===== config.mk =====
export PLATFORM = sky130hd
export DESIGN_NAME = jtframe_bank_slot_arb_flat
export DESIGN_NICKNAME = d
export VERILOG_FILES = /design/src/rtl/jtframe_sdram_pkg.sv /design/src/rtl/jtframe_bank_slot_arb_if.sv /design/src/rtl/jtframe_slot_cache.sv /design/src/rtl/jtframe_bank_slot_arb.sv /design/src/flat_wrapper.sv
export SDC_FILE = /design/constraint.sdc
export NUM_CORES = 1
export LEC_CHECK = 0
export ABC_CLOCK_PERIOD_IN_PS = 7550
export CORE_UTILIZATION = 29
export DETAILED_ROUTE_END_ITERATION = 10
export SYNTH_ARGS = -nofsm -noshare
export SYNTH_HDL_FRONTEND = slang
export SYNTH_HIERARCHICAL = 1
export SYNTH_SLANG_ARGS = --single-unit
export TNS_END_PERCENT = 30

===== constraint.sdc =====
create_clock -name clk -period 7.55 [get_ports clk]
set_input_delay 1.51 -clock clk [delete_from_list [all_inputs] [get_ports clk]]
set_output_delay 1.51 -clock clk [all_outputs]
set_load 0.01 [all_outputs]

===== src/rtl/jtframe_sdram_pkg.sv =====
// Shared constants for the SDRAM bank-port helpers: FSM encodings and data width.
package jtframe_sdram_pkg;
  localparam logic [1:0] ST_IDLE = 2'd0;
  localparam logic [1:0] ST_REQ  = 2'd1;
  localparam logic [1:0] ST_WAIT = 2'd2;
  localparam int         DW      = 32;
endpackage


===== src/rtl/jtframe_bank_slot_arb_if.sv =====
// Bundle of the ROM-slot side and the bank-mux side of one shared SDRAM bank port.
interface jtframe_bank_slot_arb_if
  import jtframe_sdram_pkg::*;
#(
  parameter int SLOTS = 4,
  parameter int AW    = 22
) ();
  logic [SLOTS*AW-1:0] slot_addr;
  logic [SLOTS-1:0]    slot_rd;
  logic [SLOTS-1:0]    slot_ok;
  logic [SLOTS*DW-1:0] slot_dout;
  logic                flush;
  logic [AW-1:0]       ba_addr;
  logic                ba_rd;
  logic                ba_ack;
  logic                ba_rdy;
  logic [DW-1:0]       ba_dout;

  modport slave (
    input  slot_addr, slot_rd, flush, ba_ack, ba_rdy, ba_dout,
    output slot_ok, slot_dout, ba_addr, ba_rd
  );

  modport master (
    output slot_addr, slot_rd, flush, ba_ack, ba_rdy, ba_dout,
    input  slot_ok, slot_dout, ba_addr, ba_rd
  );
endinterface


===== src/rtl/jtframe_slot_cache.sv =====
// Single-entry read cache for one ROM slot; slot_ok is predicted from the
// post-update cache state so a fill is visible the cycle right after ba_rdy.
module jtframe_slot_cache
  import jtframe_sdram_pkg::*;
#(
  parameter int AW = 22
) (
  input  logic          clk,
  input  logic          rst_n,
  input  logic [AW-1:0] addr,
  input  logic          rd,
  input  logic          flush,
  input  logic          fill,
  input  logic [AW-1:0] fill_addr,
  input  logic [DW-1:0] fill_data,
  input  logic          fill_valid,
  output logic          hit,
  output logic          ok,
  output logic [DW-1:0] dout
);
  logic [AW-1:0] addr_c_r;
  logic [DW-1:0] data_c_r;
  logic          valid_c_r;
  logic          ok_r;
  logic [AW-1:0] addr_n_s;
  logic          valid_n_s;

  assign hit       = valid_c_r & rd & (addr == addr_c_r);
  assign addr_n_s  = fill ? fill_addr : addr_c_r;
  assign valid_n_s = flush ? 1'b0 : (fill ? fill_valid : valid_c_r);
  assign ok        = ok_r;
  assign dout      = data_c_r;

  // Cache entry and registered hit flag
  always_ff @(posedge clk or negedge rst_n) begin
    if (!rst_n) begin
      addr_c_r  <= '0;
      data_c_r  <= '0;
      valid_c_r <= 1'b0;
      ok_r      <= 1'b0;
    end else begin
      addr_c_r  <= addr_n_s;
      valid_c_r <= valid_n_s;
      if (fill) begin
        data_c_r <= fill_data;
      end
      ok_r <= rd & valid_n_s & (addr == addr_n_s);
    end
  end
endmodule


===== src/rtl/jtframe_bank_slot_arb.sv =====
// Round-robin sharing of one read-only SDRAM bank port among SLOTS ROM clients,
// one outstanding request at a time, with a one-word cache per slot.
module jtframe_bank_slot_arb
  import jtframe_sdram_pkg::*;
#(
  parameter int SLOTS = 4,
  parameter int AW    = 22
) (
  input  logic                     clk,
  input  logic                     rst_n,
  jtframe_bank_slot_arb_if.slave   bus
);
  localparam int PW = (SLOTS > 1) ? $clog2(SLOTS) : 1;

  logic [1:0]          state_r;
  logic [PW-1:0]       rr_ptr_r;
  logic [PW-1:0]       sel_r;
  logic                ba_rd_r;
  logic [AW-1:0]       ba_addr_r;
  logic                flush_pend_r;
  logic [SLOTS-1:0]    hit_s;
  logic [SLOTS-1:0]    need_s;
  logic [SLOTS-1:0]    ok_s;
  logic [SLOTS*DW-1:0] dout_s;
  logic                fill_s;
  logic                fill_valid_s;
  logic [PW-1:0]       pick_s;
  logic                any_s;
  logic [PW:0]         idx_s;

  // A flush landing on the ready cycle must also spoil the in-flight fill
  assign fill_s        = (state_r == ST_WAIT) & bus.ba_rdy;
  assign fill_valid_s  = ~(flush_pend_r | bus.flush);
  assign need_s        = bus.slot_rd & ~hit_s;
  assign bus.slot_ok   = ok_s;
  assign bus.slot_dout = dout_s;
  assign bus.ba_rd     = ba_rd_r;
  assign bus.ba_addr   = ba_addr_r;

  generate
    for (genvar i = 0; i < SLOTS; i++) begin : gen_slot
      jtframe_slot_cache #(.AW(AW)) u_cache (
        .clk        (clk),
        .rst_n      (rst_n),
        .addr       (bus.slot_addr[i*AW +: AW]),
        .rd         (bus.slot_rd[i]),
        .flush      (bus.flush),
        .fill       (fill_s && (sel_r == PW'(i))),
        .fill_addr  (ba_addr_r),
        .fill_data  (bus.ba_dout),
        .fill_valid (fill_valid_s),
        .hit        (hit_s[i]),
        .ok         (ok_s[i]),
        .dout       (dout_s[i*DW +: DW])
      );
    end
  endgenerate

  // First needy slot scanning upward from rr_ptr with wrap-around
  always_comb begin
    pick_s = '0;
    any_s  = 1'b0;
    idx_s  = '0;
    for (int k = 0; k < SLOTS; k++) begin
      idx_s = {1'b0, rr_ptr_r} + (PW+1)'(k);
      if (idx_s >= (PW+1)'(SLOTS)) begin
        idx_s = idx_s - (PW+1)'(SLOTS);
      end else begin
        idx_s = idx_s;
      end
      if (!any_s && need_s[idx_s[PW-1:0]]) begin
        any_s  = 1'b1;
        pick_s = idx_s[PW-1:0];
      end else begin
        any_s  = any_s;
      end
    end
  end

  // Request FSM: IDLE picks, REQ waits for ack, WAIT waits for data
  always_ff @(posedge clk or negedge rst_n) begin
    if (!rst_n) begin
      state_r      <= ST_IDLE;
      rr_ptr_r     <= '0;
      sel_r        <= '0;
      ba_rd_r      <= 1'b0;
      ba_addr_r    <= '0;
      flush_pend_r <= 1'b0;
    end else begin
      case (state_r)
        ST_IDLE: begin
          flush_pend_r <= 1'b0;
          if (any_s) begin
            sel_r     <= pick_s;
            ba_addr_r <= bus.slot_addr[int'(pick_s)*AW +: AW];
            ba_rd_r   <= 1'b1;
            state_r   <= ST_REQ;
          end
        end
        ST_REQ: begin
          if (bus.flush) begin
            flush_pend_r <= 1'b1;
          end
          if (bus.ba_ack) begin
            ba_rd_r <= 1'b0;
            state_r <= ST_WAIT;
          end
        end
        ST_WAIT: begin
          if (bus.ba_rdy) begin
            rr_ptr_r     <= (sel_r == PW'(SLOTS-1)) ? '0 : sel_r + PW'(1);
            flush_pend_r <= 1'b0;
            state_r      <= ST_IDLE;
          end else if (bus.flush) begin
            flush_pend_r <= 1'b1;
          end
        end
        default: begin
          state_r      <= ST_IDLE;
          ba_rd_r      <= 1'b0;
          flush_pend_r <= 1'b0;
        end
      endcase
    end
  end
endmodule

===== src/flat_wrapper.sv =====
// flat-port wrapper written by rule: the top's interface ports become plain ports
module jtframe_bank_slot_arb_flat import jtframe_sdram_pkg::*;
#(
  parameter int SLOTS = 4,
  parameter int AW    = 22
)
  (clk, rst_n, bus_slot_addr, bus_slot_rd, bus_flush, bus_ba_ack, bus_ba_rdy, bus_ba_dout, bus_slot_ok, bus_slot_dout, bus_ba_addr, bus_ba_rd);
  jtframe_bank_slot_arb_if #(.SLOTS(SLOTS), .AW(AW)) bus_i ();
  input  logic clk;
  input  logic rst_n;
  input wire logic [$bits(bus_i.slot_addr)-1:0] bus_slot_addr;
  input wire logic [$bits(bus_i.slot_rd)-1:0] bus_slot_rd;
  input wire logic [$bits(bus_i.flush)-1:0] bus_flush;
  input wire logic [$bits(bus_i.ba_ack)-1:0] bus_ba_ack;
  input wire logic [$bits(bus_i.ba_rdy)-1:0] bus_ba_rdy;
  input wire logic [$bits(bus_i.ba_dout)-1:0] bus_ba_dout;
  output wire logic [$bits(bus_i.slot_ok)-1:0] bus_slot_ok;
  output wire logic [$bits(bus_i.slot_dout)-1:0] bus_slot_dout;
  output wire logic [$bits(bus_i.ba_addr)-1:0] bus_ba_addr;
  output wire logic [$bits(bus_i.ba_rd)-1:0] bus_ba_rd;
  assign bus_i.slot_addr = bus_slot_addr;
  assign bus_i.slot_rd = bus_slot_rd;
  assign bus_i.flush = bus_flush;
  assign bus_i.ba_ack = bus_ba_ack;
  assign bus_i.ba_rdy = bus_ba_rdy;
  assign bus_i.ba_dout = bus_ba_dout;
  assign bus_slot_ok = bus_i.slot_ok;
  assign bus_slot_dout = bus_i.slot_dout;
  assign bus_ba_addr = bus_i.ba_addr;
  assign bus_ba_rd = bus_i.ba_rd;
  jtframe_bank_slot_arb #(.SLOTS(SLOTS), .AW(AW)) u_core (.clk(clk), .rst_n(rst_n), .bus(bus_i));
endmodule

* After elaboration in Yosys (flattened, before gate mapping)
Index checks and enable logic that the tools add are counted.
** Word-level totals
- Register bits after elaboration :: 254
- Input port bits :: 129
- Output and inout bits :: 155
- Logic and storage cells :: 137
** Cells by class
- $add $sub $neg :: 8
- Multipliers :: 1
- $lt $le $gt $ge :: 8
- Equal/unequal tests :: 16
- Shift-type cells :: 1
- Mux-type cells :: 43
- Bitwise logic cells :: 22
- Reductions and logical operators :: 16
** Operators with widths (number)
- 22-bit == test :: 8
- 22-bit two-way mux :: 4
- 88-bit by 32-bit variable part select with 22-bit output :: 1
- 2-bit two-way mux :: 12
- 1-bit two-way mux :: 20
- 1-bit bitwise AND :: 17
- 2-bit by 3-bit less-than comparator with 1-bit output, second input constant :: 4
- 3-bit >= comparator, second input constant :: 3
- 1-bit binary-select mux with 2-bit select :: 4
- 2-bit by 1-bit subtractor with 2-bit output, second input constant :: 4
- 1-bit logical AND :: 7
- 2-bit by 2-bit adder with 3-bit output, second input constant :: 2
- 2-bit == test, second input constant :: 3
- 2-bit by 4-bit multiplier with 6-bit output, second input constant :: 1
- 2-bit one-hot mux with 3 select lines :: 1
- 3-bit AND reduction :: 2
- 4-bit bitwise AND :: 1
- 2-bit by 1-bit == test with 1-bit output, second input constant :: 2
- 2-bit logical NOT :: 2
- 2-bit != test, second input constant :: 2
- 4-bit inverter :: 1
- 2-bit AND reduction :: 2
- 2-bit by 1-bit adder with 3-bit output, second input constant :: 1
- 2-bit by 3-bit >= comparator with 1-bit output, second input constant :: 1
- other kinds (7) :: 10

* Longest topological paths before layout
Gate-level depths: netlist (run 1).
- Depth in word-level cells :: 18
- Depth in mapped cells :: 12
- Mapped depth without buffers :: 9

* Modules after synthesis
The synthesis (run 1) kept the hierarchy.
** By module, submodules not included
- jtframe_slot_cache :: instances 4, cells each 186, area each 2603.7 µm², sequential area each 1401.3 µm²
- jtframe_bank_slot_arb :: instances 1, cells each 255, area each 2389.8 µm², sequential area each 750.7 µm²

* Worst setup path before layout (run 1)
Ideal clock, no wire load.
- Kind :: input-to-reg
- Start :: input bus_slot_addr[11]
- End :: register u_core.ba_addr_r[0], in the netlist u_core/bus.ba_addr[0]
- Setup time :: 0.082 ns
- Data arrival time :: 3.726 ns
- Required time :: 7.468 ns
- Slack :: 3.742 ns
- Cell stages on the path :: 10
- Buffers on the path :: 1
- Cell sequence :: xnor2_1 nand3_1 or4_1 nor4_1 nand2b_2 o21ai_1 a211oi_1 buf_4 a221oi_2 a31oi_1
** On the way
- Cells in the longest elaborated chain, start to end :: 18
- Elaborated cells between the ends (all ways) :: 29
- Classes of those cells :: mul (1); eq/ne (1); shift (1); mux (16); bitwise (3); reduce/logical (7)
** RTL lines
- from (decl) :: line flat_wrapper.sv:11 : input wire logic [$bits(bus_i.slot_addr)-1:0] bus_slot_addr;
- 22-bit == test (*) :: line jtframe_slot_cache.sv:28 : assign hit = valid_c_r & rd & (addr == addr_c_r);
- 1-bit bitwise AND (*) :: line jtframe_slot_cache.sv:28
- named net u_core.hit_s[0] :: line jtframe_bank_slot_arb.sv:21 : logic [SLOTS-1:0] hit_s;
- 4-bit inverter (*) :: line jtframe_bank_slot_arb.sv:34 : assign need_s = bus.slot_rd & ~hit_s;
- 4-bit bitwise AND (*) :: line jtframe_bank_slot_arb.sv:34
- 1-bit binary-select mux with 2-bit select :: line jtframe_bank_slot_arb.sv:71 : if (!any_s && need_s[idx_s[PW-1:0]]) begin
- 1-bit two-way mux (implied by the code) :: line jtframe_bank_slot_arb.sv:71
- 1-bit two-way mux :: line jtframe_bank_slot_arb.sv:71
- [3 not listed]
- 1-bit logical NOT :: line jtframe_bank_slot_arb.sv:71
- 1-bit logical AND :: line jtframe_bank_slot_arb.sv:71
- 1-bit two-way mux :: line jtframe_bank_slot_arb.sv:71
- 1-bit logical NOT :: line jtframe_bank_slot_arb.sv:71
- 1-bit logical AND :: line jtframe_bank_slot_arb.sv:71
- 2-bit two-way mux :: line jtframe_bank_slot_arb.sv:71
- 2-bit by 4-bit multiplier with 6-bit output :: line jtframe_bank_slot_arb.sv:95 : ba_addr_r <= bus.slot_addr[int'(pick_s)*AW +: AW];
- 88-bit by 32-bit variable part select with 22-bit output :: line jtframe_bank_slot_arb.sv:95
- to (signal assigned) :: line jtframe_bank_slot_arb.sv:95
- to (decl) :: line jtframe_bank_slot_arb.sv:19 : logic [AW-1:0] ba_addr_r;
Mark *: on every way through the listed nets, which the timed path passes. The rest lies on a longest branch. The select of a mux whose other input is x is not followed.
A chain may end at the register's enable or synchronous reset.

* Worst setup path after layout (run 1)
- Start :: input bus_slot_addr[14]
- End :: register u_core.ba_addr_r[21], in the netlist u_core/bus.ba_addr[21]
The elaborated chain is that of the path after synthesis.

==> metrics.md, run 1 <==
| Metric | Value |
|---|---|
| Final Hold Vio Count | 0 |
| WP data arrival | slightly above 5 ns |
| Port Buffers | around 280 |
| Number of synthesized register bits | 254 |
| Logic gate share of total power | 41.6% |
| I/O pins | around 280 |
| Sequential area share after synthesis | approximately half |
| Wl on met1 | 19.0 mm |
| Post-CTS Setup Inserts | 0 |
| Die ar. | between 40000 and 50000 um^2 |
| Yosys warnings | 6 |
| Share of synthesized registers carrying an async set or reset | 100% |
| Drt wl/cell | 21.9 um |
| Top sig layer | met5 |
| Routability cong. | about 0.83 |
| Sw power | 2.38 mW |
| Critical hold path startpoint | u_core/gen_slot[0].u_cache/dout[15] |
| Setup TNS | 0 ns |
| Htree depth | 1 |
| Worst r2r src | u_core/state_r[0] |
| Mapped Avg Cell Area | roughly 13 um^2 |
| Critical Path Source Type | primary input |
| Tcrit/Tclk final | 62.1% |
| Initial antenna violation count | 4 |
| Routed Antenna Nets | 0 |
| Row cnt | 76 |
| Hold Slack | a little over 0.5 ns |
| Crit. End Element | flip-flop |
| Post-CTS sizing | 0 |
| DRT iter0 DRCs | 634 |
| RSZ-0062 raised after global routing | false |
| Routed wire length | ~41 mm |
| Reg clk slew, reported paths | roughly 0.06 ns |
| # hold bufs at CTS | 0 |
| Number of global-route vias before repair | 9298 |
| Gr ovfl total | 0 |
| Post-synth net total | 1136 |
| Clock Skew | 0.00857 ns |
| Final slew viol count | 0 |
| Place WS | 2.35 ns |
| Clk sinks | between 200 and 300 |
| Area of placed instances | approximately 16000 um^2 |
| Seq pwr share | 36.0% |
| CP Capture Point | u_core/bus.ba_addr[21] |
| Fin nets | 1412 |
| Root Driver | clkbuf_16 |
| Num CTS Buffers | 31 |
| Global-route wire length before repair | just over 60 mm |
| Vias per cell | approximately 4.8 |
| Number of synthesized flops with an enable pin | 0 |
| Critical Path Fanout Max | 23 |
| Final routed DRC violation total | 0 |
| Core box area | roughly 43000 um^2 |
| FF-to-FF setup slack | between 3 and 4 ns |
| Max_cap viols | 0 |
| Tmin final | ~4.7 ns |
| Iteration count of the initial detailed-routing pass | 5 |
| Met3 WL | 2.75 mm |
| Clk pwr share | 22.4% |
| Cell area after layout | ~17000 um^2 |
| Pin count of the biggest net entering global routing | 154 |
| Status | finished, final reports clean |
| Worst EP required | roughly 8 ns |
| Int Power | 4.48 mW |
| Area growth syn-to-layout | 34.5% |
| Die height | about 210 um |
| Yosys cell types | 50 |
| CP Class | in2reg |
| Total global routing track utilization | about 18% |
| Layout cells sized above 1 | 26.3% |
| CTS tree | built |
| Die X | 212 um |
| DP HPWL | 31.5 mm |
| DR WL met2 | between 15 and 20 mm |
| Peak supply drop | 0.245 mV |
| DR vias | between 9k and 10k |
| Worst R2R End | u_core/gen_slot[2].u_cache/ok |
| Latest clock arrival within the worst-skew pair | roughly 0.58 ns |
| CP cell instances | clkdlybuf4s50_1, xnor2_1, nand4_1, or4_1, nor4_1, or4b_4, nand3_2, a221oi_1, a31oi_1 |
| Post-Syn Instances | 999 |
| Crit. Startpoint | bus_slot_addr[14] |
| Fill count | slightly above 4k |
| Net Sw Frac | between 30 and 40% |
| Critical path's largest stage delay | ~0.68 ns |
| Pin slew with the least headroom to its limit | roughly 0.97 ns |
| Slowest-stage cell, CP | nand3_2 |
| R2R cell count | 9 |
| Clock buffer depth | 3 |
| Synth Flop Type | dfrtp_1 |
| Rel. slew slack | between 30% and 40% |
| Pwr dens | roughly 400 nW/um^2 |
| Starting density of the core | 29.6% |
| Setup violators final | 0 |
| Tot Pwr | approximately 7 mW |
| Lkg Pwr | around 7.0 nW |
| Max Clock Freq | 213 MHz |
| Final WS setup | approximately 2.9 ns |
| Synth Cell Area | 12800 um^2 |
| Min-Delay Path Class | reg2reg |
## metal layers
layer | vias to the layer above | global-route usage [%]
met2 | 312 | 29.7
met3 | 47 | 3.71
li1 | 4127 | -
met4 | 4 | 3.70
met5 | - | 0
met1 | 4531 | 24.6
## cell usage in the layout (no fill, tap or decap), types with 24 or more instances in the layout
| master | count |
|---|---|
| clkdlybuf4s50_1 | 282 |
| mux2_4 | 28 |
| nand4_1 | 24 |
| xor2_1 | 64 |
| xnor2_1 | 100 |
| dfrtp_1 | 254 |
| mux2_2 | 187 |
| nand2_1 | 37 |
| nor2_1 | 48 |
| clkbuf_16 | 31 |
| a21oi_1 | 28 |
## worst min-delay path by stage
stage,end,slack (ns),depth (start not counted)
after floorplan,u_core/rr_ptr_r[0],0.50,1
after global placement,u_core/gen_slot[1].u_cache/dout[20],0.49,1
after detailed placement,u_core/gen_slot[1].u_cache/dout[1],0.49,1
after CTS,u_core/gen_slot[1].u_cache/dout[1],0.51,1
after global routing,u_core/gen_slot[0].u_cache/dout[15],0.51,1
final,u_core/gen_slot[0].u_cache/dout[15],0.50,1
## Yosys cell counts (5+ instances only)
master    number  area, um^2
nor2b_1        5        31.3
inv_1         19        71.3
nand4b_1      12         105
ha_1           8         100
mux2_4        28         420
nand2_1       37         139
nand3_2       21         210
buf_6          8        90.1
nand3_1        8        40.0
xnor2_1      100         876
a221oi_2      20         300
a31oi_1       22         138
nor2_1        48         180
nand4_1       24         150
xor2_1        64         561
a21oi_1       28         140
dfrtp_1      254        6360
buf_2         22         110
clkbuf_1       7        26.3
mux2_2       187        2110
nor4_1        12        75.1
buf_4         10        75.1
or4_1          8        60.1
## critical path: cells and delay by family
kind,cells,cell delay (ns)
buf+inv,1,0.50
simple gates,5,2.14
compound gates,2,0.63
xor+xnor,1,0.32
## power groups by stage
stage	registers, mW	clock network, mW	logic (mW)
floorplan	2.50	0	1.49
global placement	2.48	0	2.81
detailed placement	2.50	0	2.83
CTS	2.48	1.58	2.85
global route	2.55	1.63	3.06
finish	2.47	1.54	2.85
## state kept, by name, indices dropped and copies added, names as in the netlist
signal	count
u_core/bus.ba_addr	22
u_core/rr_ptr_r	2
u_core/gen_slot.u_cache/dout	128
u_core/sel_r	2
u_core/gen_slot.u_cache/ok	4
u_core/bus.ba_rd	1
u_core/gen_slot.u_cache/addr_c_r	88
u_core/gen_slot.u_cache/valid_c_r	4
u_core/flush_pend_r	1
u_core/state_r	2
## metrics by stage
step	std cells	utilization (%)
floorplan	999	-
global placement	1827	37.3
detailed placement	1827	37.3
CTS	1885	39.8
global route	1885	39.8
finish	1887	39.8
## layout make-up
| class | instances | area [um^2] | share of cell area, % |
|---|---|---|---|
| Tap cell | 585 | 732 | 4.25 |
| Inverter | 19 | 71.3 | 0.414 |
| Clock buffer | 41 | 913 | 5.31 |
| Sequential cell | 254 | 6360 | 36.9 |
| Timing Repair Buffer | 292 | 2920 | 16.9 |
| Antenna cell | 2 | 5.00 | 0.0291 |
| Multi-Input combinational cell | 677 | 6060 | 35.2 |
| Clock inverter | 17 | 165 | 0.959 |
## cell families (layout without fill, tap and decap cells)
| logic type | Yosys count | in the layout | synth area share, % |
|---|---|---|---|
| AOI/OAI and AO/OA | 88 | 88 | 5.66 |
| DFF | 254 | 254 | 49.6 |
| other | 0 | 2 | 0 |
| adders and majority gates | 8 | 8 | 0.782 |
| muxes | 223 | 223 | 20.4 |
| buffers and inverters | 68 | 369 | 3.22 |
| and+or+nand+nor | 194 | 194 | 9.09 |
| xor gates and xnor gates | 164 | 164 | 11.2 |
No activity file was read; power rests on OpenSTA's default activity.
==> inputs of run 2 (changes only) <==
--- a/config.mk
+++ b/config.mk
@@ -5,7 +5,7 @@
 export SDC_FILE = /design/constraint.sdc
 export NUM_CORES = 1
 export LEC_CHECK = 0
-export ABC_CLOCK_PERIOD_IN_PS = 7550
+export ABC_CLOCK_PERIOD_IN_PS = 4200
 export CORE_UTILIZATION = 29
 export DETAILED_ROUTE_END_ITERATION = 10
 export SYNTH_ARGS = -nofsm -noshare
==> constraint.sdc (replaced) <==
create_clock -name clk -period 4.2 [get_ports clk]
set_input_delay 0.84 -clock clk [delete_from_list [all_inputs] [get_ports clk]]
set_output_delay 0.84 -clock clk [all_outputs]
set_load 0.01 [all_outputs]
==> run 2 against run 1 <==
Net effect:
- worst hold slack worse by 0.17 ns
- setup slack worse by 2.2 ns
- critical path depth rose by 2
- via count up 1.4%
- final cell count increased by 1.3%
- combinational power rose by 83%
- clock power rose by 95%
- sequential cell count unchanged
- wire length increased by 1.2%
- global-route usage increased by 0.61 points
==> metrics.md, run 2 (synthesis gave the netlist of run 1 again) <==
| Metric | Value |
|---|---|
| Rel. slew slack | 42.7% |
| Core box area | around 43000 um^2 |
| Die X | about 210 um |
| Global-route wire length before repair | around 63 mm |
| Final WS setup | between 0.6 and 0.7 ns |
| Die height | roughly 210 um |
| CTS tree | built |
| Row cnt | 76 |
| Initial antenna violation count | 3 |
| Area growth syn-to-layout | 37.0% |
| Die ar. | 45000 um^2 |
| Cell area after layout | roughly 18000 um^2 |
| Port Buffers | 283 |
| I/O pins | between 200 and 300 |
| Critical Path Source Type | primary input |
| Peak supply drop | 0.345 mV |
| CP Capture Point | u_core/bus.ba_addr[20] |
| Layout cells sized above 1 | between 20 and 30% |
| Number of global-route vias before repair | 9476 |
| Starting density of the core | between 20 and 30% |
| Clock Skew | about 0.014 ns |
| Vias per cell | 4.79 |
| Worst EP required | about 4.7 ns |
| Pwr dens | slightly above 700 nW/um^2 |
| Gr ovfl total | 0 |
| Worst R2R End | u_core/bus.ba_addr[20] |
| CP Class | in2reg |
| Max FFs per register | 128 |
| DRT iter0 DRCs | 561 |
| Htree depth | 1 |
| Clk sinks | 254 |
| Clock buffer depth | 3 |
| Post-CTS sizing | 0 |
| Min-Delay Path Class | in2async |
| RSZ-0062 raised after global routing | false |
| Crit. End Element | flip-flop |
| Max_cap viols | 0 |
| Crit. Startpoint | bus_slot_addr[51] |
| Drt wl/cell | between 20 and 25 um |
| Pin slew with the least headroom to its limit | 0.859 ns |
| Setup TNS | 0 ns |
| Setup violators final | 0 |
| Final slew viol count | 0 |
| Most frequent cells in the layout | 282 x clkdlybuf4s50_1, 254 x dfrtp_1, 187 x mux2_2 |
| Area of placed instances | 16400 um^2 |
| # hold bufs at CTS | 0 |
| Critical Path Fanout Max | 14 |
| Num CTS Buffers | 30 |
| Max Clock Freq | roughly 280 MHz |
| Post-CTS Setup Inserts | 0 |
| Routed wire length | ~42 mm |
| Routability cong. | 0.870 |
| FF-to-FF setup slack | roughly 1.1 ns |
| Worst r2r src | u_core/gen_slot[2].u_cache/addr_c_r[21] |
| DR vias | between 9k and 10k |
| Iteration count of the initial detailed-routing pass | 4 |
| Tcrit/Tclk final | a little over four fifths |
| Latest clock arrival within the worst-skew pair | 0.57 ns |
| Root Driver | clkbuf_16 |
| Final routed DRC violation total | 0 |
| Pin count of the biggest net entering global routing | roughly 110 |
| Reg clk slew, reported paths | ~0.070 ns |
| Tmin final | between 3 and 4 ns |
| R2R cell count | 10 |
| Place WS | between 0.15 and 0.2 ns |
| Routed Antenna Nets | 0 |
| Fin nets | around 1.4k |
| WP data arrival | 4.02 ns |
| DP HPWL | 32.4 mm |
| Lkg Pwr | between 7 and 8 nW |
| Total global routing track utilization | 18.8% |
| Final Hold Vio Count | 0 |
| Status | finished, final reports clean |
| Commonest non-fill, non-tap cell in the layout | clkdlybuf4s50_1 |
## run 2: cell types whose count changed in the layout (fill, tap and decap cells not counted), moves of 3 or more
cell       delta
buf_4        +22
bufinv_16     +6
clkbuf_8      -6
buf_12        +5
clkbuf_1      +3
clkinv_2      -3
## run 2: layout make-up
type                    instances  area (um^2)
flip-flops and latches        254         6360
clock inverters                18          303
well taps                     585          732
diodes                          1         2.50
multi-input cells             677         6060
fillers                      4097        25700
clock buffers                  38          842
repair buffers                319         3180
inverters                      19         71.3
## run 2: critical path, stage by stage
cell and delay, ns:
clkdlybuf4s50_1 0.58, xnor2_1 0.17, nand4_1 0.17, or4_1 0.42, nor4_1 0.41, nand2b_1 0.40
o21ai_0 0.20, a211oi_2 0.29, buf_4 0.26, nand2_1 0.08, a31oi_1 0.19
## run 2: through the flow
step	instances	util, %	hold WS, ns	total power, mW
global placement	1854	37.9	0.488	9.58
CTS	1910	40.5	0.372	12.8
global route	1910	40.5	0.419	13.4
detailed placement	1854	37.9	0.494	9.68
floorplan	999	-	0.503	7.17
finish	1911	40.6	0.336	12.7
## run 2: routing by layer
layer,track usage [%],up-vias,part of all wire [%]
met2,30.6,321,46
met1,25.2,4590,45
li1,-,4171,-
met3,3.66,62,6.8
met5,0,-,0.055
met4,4.97,4,2.2
## run 2: how the worst min path moves through the flow
stage,to,cells after the start
finish,u_core/gen_slot[1].u_cache/dout[13],1
global route,u_core/gen_slot[3].u_cache/dout[15],1
CTS,u_core/gen_slot[2].u_cache/dout[13],1
detailed placement,u_core/gen_slot[3].u_cache/dout[12],1
global placement,u_core/gen_slot[2].u_cache/dout[16],1
floorplan,u_core/rr_ptr_r[0],1
## run 2: where the power goes
part / switching, mW / total [mW] / internal, mW
sequential: 0.892 / 4.43 / 3.54
clock: 1.10 / 3.00 / 1.91
combinational: 2.28 / 5.22 / 2.94
==> inputs of run 3 (changes only) <==
--- a/config.mk
+++ b/config.mk
@@ -5,7 +5,7 @@
 export SDC_FILE = /design/constraint.sdc
 export NUM_CORES = 1
 export LEC_CHECK = 0
-export ABC_CLOCK_PERIOD_IN_PS = 4200
+export ABC_CLOCK_PERIOD_IN_PS = 2960
 export CORE_UTILIZATION = 29
 export DETAILED_ROUTE_END_ITERATION = 10
 export SYNTH_ARGS = -nofsm -noshare
==> constraint.sdc (replaced) <==
create_clock -name clk -period 2.96 [get_ports clk]
set_input_delay 0.592 -clock clk [delete_from_list [all_inputs] [get_ports clk]]
set_output_delay 0.592 -clock clk [all_outputs]
set_load 0.01 [all_outputs]
==> run 3 against run 2 <==
Net effect:
- setup slack worse by 0.61 ns
- final cell count up 6.5%
- non-clock buffer count up 128
- register-to-register slack worse by 0.97 ns
- first-iteration DRC count down 21%
- critical path depth up 1
- count of clock-buffer cells in the layout up 6
- clock power up 24%
- highest routed layer unchanged
- critical endpoint is now u_core/bus.ba_addr[17]
- largest cell class unchanged
==> metrics.md, run 3 (synthesis gave the netlist of run 1 again) <==
| Metric | Value |
|---|---|
| Initial antenna violation count | 6 |
| Die X | 212 um |
| Area of placed instances | approximately 17000 um^2 |
| Vias per cell | ~4.7 |
| DR vias | 9662 |
| Critical Path Fanout Max | 6 |
| WP data arrival | about 3.4 ns |
| Setup violators final | 0 |
| Place WS | -0.734 ns |
| Total global routing track utilization | a little under a fifth |
| Final Hold Vio Count | 0 |
| Max FFs per register | about 130 |
| Die height | between 200 and 250 um |
| Final WS setup | roughly 0.061 ns |
| Most frequent cells in the layout | 279 x clkdlybuf4s50_1, 254 x dfrtp_1, 187 x mux2_2 |
| I/O pins | roughly 280 |
| Max_cap viols | 0 |
| Met3 WL | between 3 and 4 mm |
| # hold bufs at CTS | 0 |
| Status | finished, final reports clean |
| Gr ovfl total | 0 |
| Pin slew with the least headroom to its limit | roughly 0.67 ns |
| Commonest non-fill, non-tap cell in the layout | clkdlybuf4s50_1 |
| Top sig layer | met5 |
| Clock buffer depth | 3 |
| Pwr dens | 959 nW/um^2 |
| RSZ-0062 raised after global routing | true |
| Starting density of the core | between 20% and 30% |
| Worst R2R End | u_core/gen_slot[1].u_cache/ok |
| Tcrit/Tclk final | between 90% and 100% |
| Pin count of the biggest net entering global routing | 83 |
| Top Family by Delay on Critical Path | simple AND/OR/NAND/NOR gates |
| Peak supply drop | between 0.5 and 0.6 mV |
| Clock Skew | approximately 0.015 ns |
| Number of buffers and inverters on the critical path | 3 |
| DP HPWL | around 34 mm |
| Port Buffers | between 200 and 300 |
| Setup TNS | 0 ns |
| Core box area | roughly 43000 um^2 |
| Clk sinks | 254 |
| Iteration count of the initial detailed-routing pass | 4 |
| Reg clk slew, reported paths | 0.06 ns |
| Hold Slack | 0.0301 ns |
| Lkg Pwr | ~7.9 nW |
| Tot Pwr | 17.9 mW |
| Final routed DRC violation total | 0 |
| Htree depth | 1 |
| Number of global-route vias before repair | between 10k and 15k |
| Drt wl/cell | around 21 um |
| DR WL met2 | about 20 mm |
| Root Driver | clkbuf_16 |
| Crit. End Element | flip-flop |
| FF-to-FF setup slack | about 0.090 ns |
| Cell area after layout | roughly 19000 um^2 |
| Critical path's largest stage delay | approximately 0.48 ns |
| Tmin final | between 2 and 3 ns |
| Final slew viol count | 0 |
| Routed Antenna Nets | 0 |
| R2R cell count | 9 |
| Latest clock arrival within the worst-skew pair | 0.58 ns |
| Max Clock Freq | about 340 MHz |
| Rel. slew slack | between 50% and 60% |
| Routed wire length | roughly 44 mm |
| Worst EP required | between 3 and 4 ns |
| Worst r2r src | u_core/state_r[0] |
| Num CTS Buffers | 30 |
| Global-route wire length before repair | roughly 64 mm |
| CTS tree | built |
| Wl on met1 | between 15 and 20 mm |
| CP cell instances | clkdlybuf4s50_1, xnor2_2, nand4_1, or4_4, nor4_4, nand2b_4, o21ai_0, a211oi_2, buf_4, buf_2, nand2_1, a31oi_1 |
| Min-Delay Path Class | in2async |
| Die ar. | between 40000 and 50000 um^2 |
| Layout cells sized above 1 | between 30% and 40% |
| Critical Path Source Type | primary input |
| Fin nets | 1566 |
| Area growth syn-to-layout | 46.0% |
| CP Class | in2reg |
| Routability cong. | 0.879 |
| Slowest-stage cell, CP | clkdlybuf4s50_1 |
| Row cnt | 76 |
| DRT iter0 DRCs | between 400 and 500 |
==> run 3: final cells by class <==
class | instances | area [um^2]
Fill cell | 4025 | 24600
Sequential cell | 254 | 6360
Multi-Input combinational cell | 677 | 6230
Timing Repair Buffer | 447 | 4310
Clock buffer | 44 | 883
Tap cell | 585 | 732
Clock inverter | 8 | 119
Inverter | 19 | 71.3
Antenna cell | 2 | 5.00
==> run 3: worst max-delay path by stage <==
| stage | slack [ns] | cells past startpoint | to | from |
|---|---|---|---|---|
| floorplan | 0.07 | 10 | u_core/bus.ba_addr[0] | bus_slot_addr[11] |
| global placement | -0.70 | 13 | u_core/bus.ba_addr[3] | bus_slot_addr[21] |
| detailed placement | -0.73 | 13 | u_core/bus.ba_addr[3] | bus_slot_addr[21] |
| CTS | 0.02 | 12 | u_core/bus.ba_addr[2] | bus_slot_addr[11] |
| global route | -0.07 | 13 | u_core/bus.ba_addr[15] | u_core/gen_slot[0].u_cache/addr_c_r[21] |
| finish | 0.06 | 12 | u_core/bus.ba_addr[17] | bus_slot_addr[65] |
==> run 3: power breakdown <==
part	total [mW]	leakage [nW]	internal [mW]	switching, mW
logic	7.88	4.22	4.52	3.36
clock network	3.73	0.494	2.23	1.50
registers	6.32	3.18	5.02	1.30
==> run 3: repair_timing <==
| item | in CTS | in global routing |
|---|---|---|
| pin swaps | 1 | 12 |
| resized for setup | 9 | 31 |
| endpoints found under the setup margin | 26 | 29 |
| setup buffers | 1 | 3 |
| gates cloned | 1 | 3 |
==> run 3: worst register-to-register path, delay by kind of cell (launching register included) <==
family | cells | cell delay [ns]
AND/OR/NAND/NOR | 4 | 1.23
flip-flops | 1 | 0.40
multiplexers | 1 | 0.36
buffers and inverters | 2 | 0.35
adder cells (fa/ha/maj) | 1 | 0.28
XOR/XNOR | 1 | 0.15
==> run 3: per-stage QoR <==
stage                     std cells  util (%)
final                          2036      43.2
after global routing           2034      43.2
after CTS                      2028      42.7
after detailed placement       1974      40.2
after global placement         1974      40.2
after floorplan                 999         -
==> run 3: layer usage <==
layer | track usage, % | vias up
met5 | 0 | -
met4 | 5.22 | 8
met3 | 4.34 | 75
met2 | 31.7 | 346
met1 | 24.7 | 4810
li1 | - | 4423
